### config.mk
export PLATFORM = sky130hd
export DESIGN_NAME = mips_multicycle_control_flat
export DESIGN_NICKNAME = d
export VERILOG_FILES = /design/src/rtl/mips_multicycle_control_if.sv /design/src/rtl/mips_multicycle_control.sv /design/src/flat_wrapper.sv
export SDC_FILE = /design/constraint.sdc
export NUM_CORES = 1
export LEC_CHECK = 0
export BUFFER_PORTS_ARGS = -buffer_cell sky130_fd_sc_hd__buf_4
export CAP_MARGIN = 20
export CORE_ASPECT_RATIO = 0.8
export CORE_UTILIZATION = 48
export CTS_CLUSTER_DIAMETER = 50
export DETAILED_ROUTE_END_ITERATION = 12
export PLACE_DENSITY_LB_ADDON = 0.3
export SYNTH_ARGS = -nofsm -noshare
export SYNTH_HDL_FRONTEND = slang
export SYNTH_SLANG_ARGS = --single-unit
### constraint.sdc
create_clock -name clk -period 2.2 [get_ports clk]
set_input_delay 0.44 -clock clk [delete_from_list [all_inputs] [get_ports clk]]
set_output_delay 0.44 -clock clk [all_outputs]
set_load 0.03 [all_outputs]
### src/rtl/mips_multicycle_control_if.sv
// rtl/mips_multicycle_control_if.sv - control/datapath signal bundle for the multicycle MIPS controller
//
// master: the controller (consumes instruction fields and status, drives select/enable lines)
// slave : the datapath (drives instruction fields and status, consumes select/enable lines)
//   OP[5:0], Funct[5:0]  instruction register fields
//   Zero                 ALU zero flag
//   MemReady             memory access done (handshake builds only)
//   PCWrite, IorD, MemRead, MemWrite, IRWrite, RegDst[1:0], MemtoReg[1:0], RegWrite,
//   ALUSrcA, ALUSrcB[1:0], ALUOp[2:0], PCSource[1:0]   datapath controls
//   IllegalOp            one-cycle pulse on an unsupported opcode
//   State[3:0]           current controller state (debug)
interface mips_multicycle_control_if;
    logic [5:0] OP;
    logic [5:0] Funct;
    logic       Zero;
    logic       MemReady;
    logic       PCWrite;
    logic       IorD;
    logic       MemRead;
    logic       MemWrite;
    logic       IRWrite;
    logic [1:0] RegDst;
    logic [1:0] MemtoReg;
    logic       RegWrite;
    logic       ALUSrcA;
    logic [1:0] ALUSrcB;
    logic [2:0] ALUOp;
    logic [1:0] PCSource;
    logic       IllegalOp;
    logic [3:0] State;

    modport master (
        input  OP, Funct, Zero, MemReady,
        output PCWrite, IorD, MemRead, MemWrite, IRWrite, RegDst, MemtoReg, RegWrite,
               ALUSrcA, ALUSrcB, ALUOp, PCSource, IllegalOp, State
    );

    modport slave (
        output OP, Funct, Zero, MemReady,
        input  PCWrite, IorD, MemRead, MemWrite, IRWrite, RegDst, MemtoReg, RegWrite,
               ALUSrcA, ALUSrcB, ALUOp, PCSource, IllegalOp, State
    );
endinterface

### src/rtl/mips_multicycle_control.sv
// rtl/mips_multicycle_control.sv - multicycle MIPS control FSM with wait-state or handshake memory stalls
//
// Ports:
//   clk    rising-edge clock
//   reset  synchronous active-high reset; returns the FSM to FETCH and clears the wait counter
//   bus    mips_multicycle_control_if.master: instruction fields/status in, datapath controls out
// Parameters:
//   MEM_HANDSHAKE  0: memory access completes after WAIT_STATES extra cycles; 1: completes on MemReady
//   WAIT_STATES    extra cycles per memory access in fixed-wait mode (0..15)
module mips_multicycle_control #(
    parameter int MEM_HANDSHAKE = 0,
    parameter int WAIT_STATES   = 0
) (
    input  logic                          clk,
    input  logic                          reset,
    mips_multicycle_control_if.master     bus
);

    typedef enum logic [3:0] {
        S_FETCH  = 4'd0,
        S_DECODE = 4'd1,
        S_MEMADR = 4'd2,
        S_MEMRD  = 4'd3,
        S_MEMWB  = 4'd4,
        S_MEMWR  = 4'd5,
        S_EXEC   = 4'd6,
        S_RWB    = 4'd7,
        S_BRANCH = 4'd8,
        S_JUMP   = 4'd9,
        S_IEXEC  = 4'd10,
        S_IWB    = 4'd11,
        S_JAL    = 4'd12,
        S_JR     = 4'd13
    } state_t;

    localparam logic [5:0] OP_RTYPE = 6'h00;
    localparam logic [5:0] OP_J     = 6'h02;
    localparam logic [5:0] OP_JAL   = 6'h03;
    localparam logic [5:0] OP_BEQ   = 6'h04;
    localparam logic [5:0] OP_BNE   = 6'h05;
    localparam logic [5:0] OP_ADDI  = 6'h08;
    localparam logic [5:0] OP_ANDI  = 6'h0C;
    localparam logic [5:0] OP_ORI   = 6'h0D;
    localparam logic [5:0] OP_LUI   = 6'h0F;
    localparam logic [5:0] OP_LW    = 6'h23;
    localparam logic [5:0] OP_SW    = 6'h2B;
    localparam logic [5:0] FN_JR    = 6'h08;

    localparam logic [2:0] ALU_ADD   = 3'd0;
    localparam logic [2:0] ALU_SUB   = 3'd1;
    localparam logic [2:0] ALU_FUNCT = 3'd2;
    localparam logic [2:0] ALU_OR    = 3'd3;
    localparam logic [2:0] ALU_AND   = 3'd4;
    localparam logic [2:0] ALU_LUI   = 3'd5;

    localparam logic [3:0] WAIT_LAST = 4'(WAIT_STATES);

    state_t     state;
    state_t     next_state;
    logic [3:0] wait_cnt;
    logic       in_mem;
    logic       done;

    // States that own the memory port and therefore stall.
    assign in_mem = (state == S_FETCH) || (state == S_MEMRD) || (state == S_MEMWR);

    // MemReady outside a memory state never matters: done is only consumed by memory states.
    assign done = (MEM_HANDSHAKE != 0) ? bus.MemReady : (wait_cnt == WAIT_LAST);

    always_ff @(posedge clk) begin
        if (reset) begin
            state    <= S_FETCH;
            wait_cnt <= '0;
        end else begin
            state <= next_state;
            // Counts stall cycles of the current access; the access ends on done, so the
            // counter is back at zero before the next memory state begins.
            if ((MEM_HANDSHAKE == 0) && in_mem && !done) begin
                wait_cnt <= wait_cnt + 4'd1;
            end else begin
                wait_cnt <= '0;
            end
        end
    end

    always_comb begin
        next_state    = state;
        bus.PCWrite   = 1'b0;
        bus.IorD      = 1'b0;
        bus.MemRead   = 1'b0;
        bus.MemWrite  = 1'b0;
        bus.IRWrite   = 1'b0;
        bus.RegDst    = 2'd0;
        bus.MemtoReg  = 2'd0;
        bus.RegWrite  = 1'b0;
        bus.ALUSrcA   = 1'b0;
        bus.ALUSrcB   = 2'd0;
        bus.ALUOp     = ALU_ADD;
        bus.PCSource  = 2'd0;
        bus.IllegalOp = 1'b0;

        unique case (state)
            S_FETCH: begin
                // PC + 4 is computed by the ALU and written back in the same done cycle.
                bus.MemRead = 1'b1;
                bus.ALUSrcB = 2'd1;
                bus.IRWrite = done;
                bus.PCWrite = done;
                if (done) next_state = S_DECODE;
            end
            S_DECODE: begin
                // Speculatively compute the branch target into ALUOut.
                bus.ALUSrcB = 2'd3;
                unique case (bus.OP)
                    OP_LW, OP_SW:                     next_state = S_MEMADR;
                    OP_RTYPE:                         next_state = (bus.Funct == FN_JR) ? S_JR : S_EXEC;
                    OP_BEQ, OP_BNE:                   next_state = S_BRANCH;
                    OP_J:                             next_state = S_JUMP;
                    OP_JAL:                           next_state = S_JAL;
                    OP_ADDI, OP_ANDI, OP_ORI, OP_LUI: next_state = S_IEXEC;
                    default: begin
                        bus.IllegalOp = 1'b1;
                        next_state    = S_FETCH;
                    end
                endcase
            end
            S_MEMADR: begin
                bus.ALUSrcA = 1'b1;
                bus.ALUSrcB = 2'd2;
                next_state  = (bus.OP == OP_LW) ? S_MEMRD : S_MEMWR;
            end
            S_MEMRD: begin
                bus.MemRead = 1'b1;
                bus.IorD    = 1'b1;
                if (done) next_state = S_MEMWB;
            end
            S_MEMWB: begin
                bus.MemtoReg = 2'd1;
                bus.RegWrite = 1'b1;
                next_state   = S_FETCH;
            end
            S_MEMWR: begin
                bus.MemWrite = 1'b1;
                bus.IorD     = 1'b1;
                if (done) next_state = S_FETCH;
            end
            S_EXEC: begin
                bus.ALUSrcA = 1'b1;
                bus.ALUOp   = ALU_FUNCT;
                next_state  = S_RWB;
            end
            S_RWB: begin
                bus.RegDst   = 2'd1;
                bus.RegWrite = 1'b1;
                next_state   = S_FETCH;
            end
            S_BRANCH: begin
                bus.ALUSrcA  = 1'b1;
                bus.ALUOp    = ALU_SUB;
                bus.PCSource = 2'd1;
                bus.PCWrite  = ((bus.OP == OP_BEQ) && bus.Zero) || ((bus.OP == OP_BNE) && !bus.Zero);
                next_state   = S_FETCH;
            end
            S_JUMP: begin
                bus.PCSource = 2'd2;
                bus.PCWrite  = 1'b1;
                next_state   = S_FETCH;
            end
            S_IEXEC: begin
                bus.ALUSrcA = 1'b1;
                bus.ALUSrcB = 2'd2;
                unique case (bus.OP)
                    OP_ANDI: bus.ALUOp = ALU_AND;
                    OP_ORI:  bus.ALUOp = ALU_OR;
                    OP_LUI:  bus.ALUOp = ALU_LUI;
                    default: bus.ALUOp = ALU_ADD;
                endcase
                next_state = S_IWB;
            end
            S_IWB: begin
                bus.RegWrite = 1'b1;
                next_state   = S_FETCH;
            end
            S_JAL: begin
                // PC already holds PC + 4 from FETCH, so it is the link value.
                bus.RegDst   = 2'd2;
                bus.MemtoReg = 2'd2;
                bus.RegWrite = 1'b1;
                bus.PCSource = 2'd2;
                bus.PCWrite  = 1'b1;
                next_state   = S_FETCH;
            end
            S_JR: begin
                bus.PCSource = 2'd3;
                bus.PCWrite  = 1'b1;
                next_state   = S_FETCH;
            end
            default: next_state = S_FETCH;
        endcase

        // An access cut short by reset must not commit any architectural state.
        if (reset) begin
            bus.PCWrite  = 1'b0;
            bus.IRWrite  = 1'b0;
            bus.RegWrite = 1'b0;
        end
    end

    assign bus.State = state;

endmodule

### src/flat_wrapper.sv
// flat-port wrapper written by rule: the top's interface ports become plain ports
module mips_multicycle_control_flat 
#(
    parameter int MEM_HANDSHAKE = 0,
    parameter int WAIT_STATES   = 0
)
  (clk, reset, bus_OP, bus_Funct, bus_Zero, bus_MemReady, bus_PCWrite, bus_IorD, bus_MemRead, bus_MemWrite, bus_IRWrite, bus_RegDst, bus_MemtoReg, bus_RegWrite, bus_ALUSrcA, bus_ALUSrcB, bus_ALUOp, bus_PCSource, bus_IllegalOp, bus_State);
  mips_multicycle_control_if bus_i ();
  input  logic clk;
  input  logic reset;
  input wire logic [$bits(bus_i.OP)-1:0] bus_OP;
  input wire logic [$bits(bus_i.Funct)-1:0] bus_Funct;
  input wire logic [$bits(bus_i.Zero)-1:0] bus_Zero;
  input wire logic [$bits(bus_i.MemReady)-1:0] bus_MemReady;
  output wire logic [$bits(bus_i.PCWrite)-1:0] bus_PCWrite;
  output wire logic [$bits(bus_i.IorD)-1:0] bus_IorD;
  output wire logic [$bits(bus_i.MemRead)-1:0] bus_MemRead;
  output wire logic [$bits(bus_i.MemWrite)-1:0] bus_MemWrite;
  output wire logic [$bits(bus_i.IRWrite)-1:0] bus_IRWrite;
  output wire logic [$bits(bus_i.RegDst)-1:0] bus_RegDst;
  output wire logic [$bits(bus_i.MemtoReg)-1:0] bus_MemtoReg;
  output wire logic [$bits(bus_i.RegWrite)-1:0] bus_RegWrite;
  output wire logic [$bits(bus_i.ALUSrcA)-1:0] bus_ALUSrcA;
  output wire logic [$bits(bus_i.ALUSrcB)-1:0] bus_ALUSrcB;
  output wire logic [$bits(bus_i.ALUOp)-1:0] bus_ALUOp;
  output wire logic [$bits(bus_i.PCSource)-1:0] bus_PCSource;
  output wire logic [$bits(bus_i.IllegalOp)-1:0] bus_IllegalOp;
  output wire logic [$bits(bus_i.State)-1:0] bus_State;
  assign bus_i.OP = bus_OP;
  assign bus_i.Funct = bus_Funct;
  assign bus_i.Zero = bus_Zero;
  assign bus_i.MemReady = bus_MemReady;
  assign bus_PCWrite = bus_i.PCWrite;
  assign bus_IorD = bus_i.IorD;
  assign bus_MemRead = bus_i.MemRead;
  assign bus_MemWrite = bus_i.MemWrite;
  assign bus_IRWrite = bus_i.IRWrite;
  assign bus_RegDst = bus_i.RegDst;
  assign bus_MemtoReg = bus_i.MemtoReg;
  assign bus_RegWrite = bus_i.RegWrite;
  assign bus_ALUSrcA = bus_i.ALUSrcA;
  assign bus_ALUSrcB = bus_i.ALUSrcB;
  assign bus_ALUOp = bus_i.ALUOp;
  assign bus_PCSource = bus_i.PCSource;
  assign bus_IllegalOp = bus_i.IllegalOp;
  assign bus_State = bus_i.State;
  mips_multicycle_control #(.MEM_HANDSHAKE(MEM_HANDSHAKE), .WAIT_STATES(WAIT_STATES)) u_core (.clk(clk), .reset(reset), .bus(bus_i));
endmodule
Yosys cells after proc, flatten, opt, wreduce, memory -nomap -nowiden
Cells that the tools add are included.

storage, ports and cells
  register bits = 8
  bits of input ports = 16
  output and inout bits = 23
  word-level logic and storage cells = 80

operators by class
  $add $sub $neg = 1
  equality and inequality tests = 27
  muxes and demuxes = 25
  bitwise logic cells = 1
  reductions and logical operators = 24

operators by type and width
  operator                                               count
  equality test 6 x 4 -> 1 bit, second input constant    5
  one-hot mux 4 bit (7 select lines)                     1
  equality test 4 bit, second input constant             6
  one-hot mux 4 bit (6 select lines)                     1
  one-hot mux 3 bit (3 select lines)                     2
  equality test 4 x 3 -> 1 bit, second input constant    4
  two-way mux 4 bit                                      4
  OR reduction 2 bit                                     7
  equality test 6 x 2 -> 1 bit, second input constant    2
  equality test 6 x 3 -> 1 bit, second input constant    2
  equality test 6 bit, second input constant             2
  one-hot mux 2 bit (3 select lines)                     2
  OR reduction 4 bit                                     3
  two-way mux 1 bit                                      11
  OR reduction 11 bit                                    1
  equality test 4 x 2 -> 1 bit, second input constant    2
  zero test 4 bit                                        2
  one-hot mux 2 bit (2 select lines)                     2
  zero test 6 bit                                        1
  inequality test 2 x 1 -> 1 bit, second input constant  3
  adder 4 x 1 -> 4 bit, second input constant            1
  equality test 4 x 1 -> 1 bit, second input constant    1
  logical AND 1 bit                                      3
  logical OR 1 bit                                       3
  6 further kinds                                        7

Depth between registers and ports, before layout
Gate-level depths: netlist (run 1).

  depth in word-level cells = 6
  gate-level depth with buffers = 6
  depth with buffers taken out = 6

Worst setup path before layout (run 1)
No wires, ideal clock.

  path type = register -> output
  start = register u_core.state[3], in the netlist u_core.bus.State[3]
  end = output port bus_ALUOp[2]
  arrival time = 2.055 ns
  data required time = 1.760 ns
  path slack = -0.295 ns
  stages on the path, launching flop included = 4
  path buffers = 1
  path through = dfxtp_1 > clkbuf_1 > nand3_1 > nor4_1

on the way
  cells in the longest elaborated chain, start to end = 2
  elaborated cells between the ends (all ways) = 4
  those cells by class = eq/ne (3); mux (1)

ends and longest elaborated chain
  what                                                                        line                            RTL
  from (decl)                                                                 mips_multicycle_control.sv:58   state_t state;
  from (signal assigned)                                                      mips_multicycle_control.sv:75   state <= next_state;
  equality test 4 bit / equality test 4 x 3 -> 1 bit (equally long branches)  mips_multicycle_control.sv:102  unique case (state)
  one-hot mux 3 bit (3 select lines) (*)                                      mips_multicycle_control.sv:102
  to (decl)                                                                   flat_wrapper.sv:25              output wire logic [$bits(bus_i.ALUOp)-1:0] bus_ALUOp;

Every way passes the cells marked *; elsewhere a longest branch is shown, timed or not.

Worst setup path after layout (run 1)
  start = input port bus_OP[3]
  end = output port bus_ALUOp[1]

on the way
  cells in the longest elaborated chain, start to end = 3
  elaborated cells between the ends (all ways) = 5
  those cells by class = eq/ne (3); mux (2)

ends and longest elaborated chain
  what                                    line                            RTL
  from (decl)                             flat_wrapper.sv:11              input wire logic [$bits(bus_i.OP)-1:0] bus_OP;
  equality test 6 x 4 -> 1 bit            mips_multicycle_control.sv:172  unique case (bus.OP)
  one-hot mux 3 bit (3 select lines) (*)  mips_multicycle_control.sv:172
  one-hot mux 3 bit (3 select lines) (*)  mips_multicycle_control.sv:102

Marks and branches as above.

==> run summary, run 1 <==
Status = finished clean
IO Port Bufs = 37
Synth Flop Type = dfxtp_1
FILL cells = 168
Final WL = 2686 um
Area Overhead vs Synth = 35.07%
P_leak = 0.5359 nW
# Post-CTS Setup Buffers = 0
Distinct cells, synth = 49
Initial DRC count = 26
Fin area = 1296 um^2
Clk_lat worst skew = 0.26 ns
Routed Antenna Nets = 0
Net count after synthesis = 156
Final #Nets = 191
CTS buffer count = 3
Die H = 42.00 um
Worst vdd ir = 0.0003290 V
Sink Count = 8
Most frequent cells in the layout = 43 x buf_4, 18 x nor2_1, 8 x nand2b_1, 8 x dfxtp_1, 7 x inv_1
Die ar. = 2183 um^2
Initial Utilization = 51.20%
CP Max Fanout = 11
Async set-or-reset flop fraction in the synthesized netlist = 0%
Die span in x = 51.99 um
GRT Residual Overflow = 0
CP Launch Type = input port
Worst setup EP type = output pin
Vias in the first global route = 999
DRC Markers = 0
Clock Tree Root = clkbuf_4
Sw frac = 34.84%
Clk_skew = 0.0008987 ns
Slew Limit Fails = 0
Hold Fails Final Rpt = 0
# Max-Cap Violations = 0
Crit-path cells = buf_4 > nand3_2 > or3_1 > or3_1 > a21oi_2 > buf_4
Clock Path Buffers = 2
First-pass GRT wire length = 4347 um
Layout cells sized above 1 = 33.33%
Drt pass-1 iters = 4
Drt via density = 5.836
Worst Path Class, Setup = input port to output pin
Post-synth EDFFs = 0
Routed vias = 1138
Site row count = 14
Synth Cell Area = 959.7 um^2
CP delay by family, top = simple AND/OR/NAND/NOR gates
Final worst path period share = 95.44%
Synth warn = 0
Worst path slowest cell = or3_1
Initial antenna violation count = 0
Final setup viols = 0
CTS tree = yes
Clock power share = 28.9%
Commonest non-fill, non-tap cell in the layout = buf_4
Seq/Total Area, Yosys = 16.69%
#FFs+latches synth = 8
Avg Inst Size Synth = 6.954 um^2
Post-Route Utilization = 69.16%
Relative slew slack = 72.22%
Net switching power = 146.2 uW
Sequential Power Share = 35.4%
WP data required = 1.76 ns
Clk slew on worst S/H paths = 0.06 ns
Hold WS = 0.4415 ns
Worst EP arrival = 1.66 ns
Slowest cell delay on critical path = 0.33 ns
Class of the worst hold path = input port to register
RSZ-0062 raised after global routing = no
Worst-margin pin slew = 0.4158 ns
H-tree levels = 1
Pin count of the biggest net entering global routing = 14
Antenna diodes = 0
Pwr dens = 323.8 nW/um^2
FMAX = 0.4763 GHz
Post-Syn Instances = 138
Placed cells = 192
GP Congestion = 0.8896
IO Count = 39
Placed Area = 1266 um^2
Post-layout min period = 2.100 ns
P_int = 273.5 uW
Overall routing resource usage = 25.81%
Buf/Inv on CP = 2
Wire length per cell = 13.77 um
Core area = 1874 um^2
Fin cells = 195
Logic pwr share = 35.7%
Post-DP HPWL = 2071 um
## state kept, by name, indices dropped and copies added, names as in the netlist
signal,cells
u_core.wait_cnt,4
u_core.bus.State,4
## power groups by stage
stage               clock, mW  sequential, mW  combinational, mW
global placement            0           0.152              0.144
detailed placement          0           0.152              0.148
finish                  0.121           0.149              0.150
floorplan                   0           0.156             0.0923
global route            0.125           0.149              0.162
CTS                     0.121           0.149              0.148
## repair_timing
item,in CTS,in global routing
endpoints found under the setup margin,0,2
gates resized for setup,0,2
hold buffers,0,0
## worst paths after layout
path                               to  slack [ns]                from  depth (start not counted)
hold / removal    u_core.bus.State[3]        0.44               reset                          2
setup / recovery         bus_ALUOp[1]        0.10           bus_OP[3]                          6
setup reg to reg  u_core.bus.State[0]        0.61  u_core.wait_cnt[0]                          6
hold reg to reg    u_core.wait_cnt[0]        0.47  u_core.wait_cnt[0]                          1
## kinds of logic after synthesis
family,share of synthesized area [%]
adder cells (fa/ha/maj),2.607
buffers and inverters,10.04
XOR/XNOR,5.476
AND/OR/NAND/NOR,42.50
multiplexers,1.043
AO/OA/AOI/OAI,21.64
flip-flops,16.69
## synth_stat cells (4+ instances only)
library cell,count,area (um^2)
nand3_1,6,30.03
nor3b_1,4,30.03
a21oi_1,5,25.02
dfxtp_1,8,160.2
nand2_1,4,15.01
clkbuf_1,4,15.01
nor3_1,6,30.03
nor2_1,18,67.56
nor2b_1,5,31.28
inv_1,7,26.28
buf_2,5,25.02
nand2b_1,8,50.05
xor2_1,4,35.03
nor4_1,5,31.28
or3_1,4,25.02
o21ai_0,6,30.03
## per-stage QoR
stage | power [mW] | setup WS (ns) | TNS (ns)
after global routing | 0.4366 | 0.01392 | 0
final | 0.4197 | 0.1004 | 0
after floorplan | 0.2481 | -0.1016 | -0.2301
after global placement | 0.2960 | 0.1276 | 0
after CTS | 0.4176 | 0.02523 | 0
after detailed placement | 0.2996 | 0.08319 | 0
## per-layer routing
metal / track usage, % / vias to the layer above / wire, um
met1: 36.32 / 516 / 1260
li1: - / 566 / -
met4: 3.784 / 0 / 8
met3: 4.348 / 2 / 192
met2: 41.79 / 54 / 1225
met5: 0 / - / 0
## layout make-up
class / instances / area, um^2 / area share (%)
Multi-Input combinational cell: 110 / 734.5 / 56.66
Timing Repair Buffer: 43 / 322.8 / 24.90
Sequential cell: 8 / 160.2 / 12.36
Tap cell: 24 / 30.03 / 2.317
Inverter: 7 / 26.28 / 2.027
Clock buffer: 3 / 22.52 / 1.737
Note: power is estimated with default switching activity, not from simulation.
==> run 2: changes to the inputs <==
CORE_UTILIZATION = 43   (was 48)
clock period = 1.7 ns   (was 2.2 ns; I/O delays follow)
==> run summary, run 2 (synthesis results as in run 1) <==
Clk_skew = 0.005311 ns (was 0.0008987 ns)
FILL cells = 50 (was 168)
GRT Residual Overflow = 0 (unchanged)
FMAX = 0.5339 GHz
Initial Utilization = 48.48% (was 51.20%)
Final #Nets = 217 (was 191)
CTS tree = yes (unchanged)
Pwr Total = 675.7 uW (was 419.7 uW)
Overall routing resource usage = 33.12% (was 25.81%)
Hold Fails Final Rpt = 0 (unchanged)
Final worst path period share = 110.2%
Site row count = 14 (unchanged)
Layout cells sized above 1 = 64.14% (was 33.33%)
GP Congestion = 0.8771 (was 0.8896)
Clk_lat worst skew = 0.27 ns (was 0.26 ns)
Worst setup EP type = output pin (unchanged)
Drt via density = 6.806 (was 5.836)
IO Count = 39 (unchanged)
Relative slew slack = 73.17% (was 72.22%)
Fin area = 1866 um^2 (was 1296 um^2)
WP data required = 1.36 ns (was 1.76 ns)
Worst vdd ir = 0.0003984 V (was 0.0003290 V)
H-tree levels = 1 (unchanged)
Failing checks = setup timing
Worst Path Class, Setup = register to output pin (was input port to output pin)
R2R depth = 8 (was 6)
Routed vias = 1511 (was 1138)
Clock Tree Root = clkbuf_4 (unchanged)
Placed cells = 207 (was 192)
Placed Area = 1509 um^2 (was 1266 um^2)
RSZ-0062 raised after global routing = yes (was no)
Initial DRC count = 148 (was 26)
# Max-Cap Violations = 0 (unchanged)
CTS Hold Buffers Added = 0 (unchanged)
Worst Slack Setup Final = -0.1730 ns (was 0.1004 ns)
Most frequent cells in the layout = 48 x buf_4, 18 x buf_6, 9 x nor2_1 (was 43 x buf_4, 18 x nor2_1, 8 x nand2b_1, 8 x dfxtp_1, 7 x inv_1)
Slew Limit Fails = 0 (unchanged)
Setup TNS = -0.9772 ns (was 0 ns)
Worst-margin pin slew = 0.3988 ns (was 0.4158 ns)
Fin cells = 222 (was 195)
Sink Count = 8 (unchanged)
Post-DP HPWL = 2525 um (was 2071 um)
Clock Path Buffers = 2 (unchanged)
Pwr dens = 362.2 nW/um^2 (was 323.8 nW/um^2)
Pin count of the biggest net entering global routing = 14 (unchanged)
Wire length per cell = 22.84 um (was 13.77 um)
Hold path cells = 3 (was 2)
Final setup viols = 15 (was 0)
Register area = 175.2 um^2 (was 160.2 um^2)
P_leak = 0.7437 nW (was 0.5359 nW)
Class of the worst hold path = input port to register (unchanged)
CP Launch Type = register (was input port)
DRC Markers = 0 (unchanged)
Final WL = 5070 um (was 2686 um)
IO Port Bufs = 37 (unchanged)
Die ar. = 2426 um^2 (was 2183 um^2)
Die H = 44.26 um (was 42.00 um)
Multi-input logic area = 1010 um^2 (was 734.5 um^2)
Vias in the first global route = 1342 (was 999)
Antenna diodes = 0 (unchanged)
Worst EP arrival = 1.53 ns (was 1.66 ns)
Clk slew on worst S/H paths = 0.07 ns (was 0.06 ns)
Commonest non-fill, non-tap cell in the layout = buf_4 (unchanged)
Routed Antenna Nets = 0 (unchanged)
Post-layout min period = 1.873 ns
CTS buffer count = 3 (unchanged)
Drt pass-1 iters = 5 (was 4)
Initial antenna violation count = 0 (unchanged)
CP Max Fanout = 2 (was 11)
Area Overhead vs Synth = 94.39% (was 35.07%)
First-pass GRT wire length = 5865 um (was 4347 um)
Die span in x = 54.82 um (was 51.99 um)
Core area = 1979 um^2 (was 1874 um^2)
Status = finished, violations left (was finished clean)
-- run 2: cell count changes in the layout (fill, tap and decap cells not counted), sizes merged --
cell	before	now
buf	43	68
clkbuf	3	5
-- run 2: layout make-up --
cell class	count	share of cell area, %
repair buffers	69	32.06
inverters	7	1.408
clock buffers	4	1.408
flip-flops and latches	8	9.390
multi-input cells	110	54.12
well taps	24	1.610
-- run 2: worst max-delay path, stage by stage, from the launching register on --
cell and delay, ns:
dfxtp_2 0.33, inv_2 0.07, ha_4 0.12, or3b_4 0.39
nor4_4 0.14, buf_4 0.20
-- run 2: metrics by stage --
stage                     setup slack (ns)  hold slack [ns]  util (%)
final                              -0.1730           0.4448     94.25
after global routing               -0.2067           0.4662     94.25
after CTS                          -0.1226           0.4306     85.21
after detailed placement           -0.1597           0.5285     76.23
after global placement             -0.1096           0.4998     76.23
after floorplan                    -0.1191           0.4297         -
-- run 2: worst paths after layout --
| check | endpoint | slack (ns) | start |
|---|---|---|---|
| min | u_core.bus.State[0] | 0.44 | bus_OP[0] |
| min reg2reg | u_core.wait_cnt[0] | 0.55 | u_core.wait_cnt[0] |
| max reg2reg | u_core.bus.State[0] | -0.10 | u_core.wait_cnt[0] |
| max | bus_IRWrite | -0.17 | u_core.wait_cnt[0] |
-- run 2: per-layer routing --
metal	up-vias	wire length (um)	global-route usage (%)
met5	-	0	0
met4	0	357	18.97
met3	47	595	5.842
met2	168	2290	55.90
met1	679	1827	38.59
li1	617	-	-
-- run 2: power by group --
group	total, mW	switching (mW)	leakage [nW]	internal, mW
Combinational	0.304	0.164	0.660	0.140
Sequential	0.195	0.00786	0.0684	0.187
Clock	0.177	0.0855	0.0150	0.0910
-- run 2: what timing repair did --
action	4_1_cts	5_1_grt
setup endpoints to repair	16	15
pin swaps	7	7
cloned	0	0
resized for setup	35	32
buffers inserted	6	7
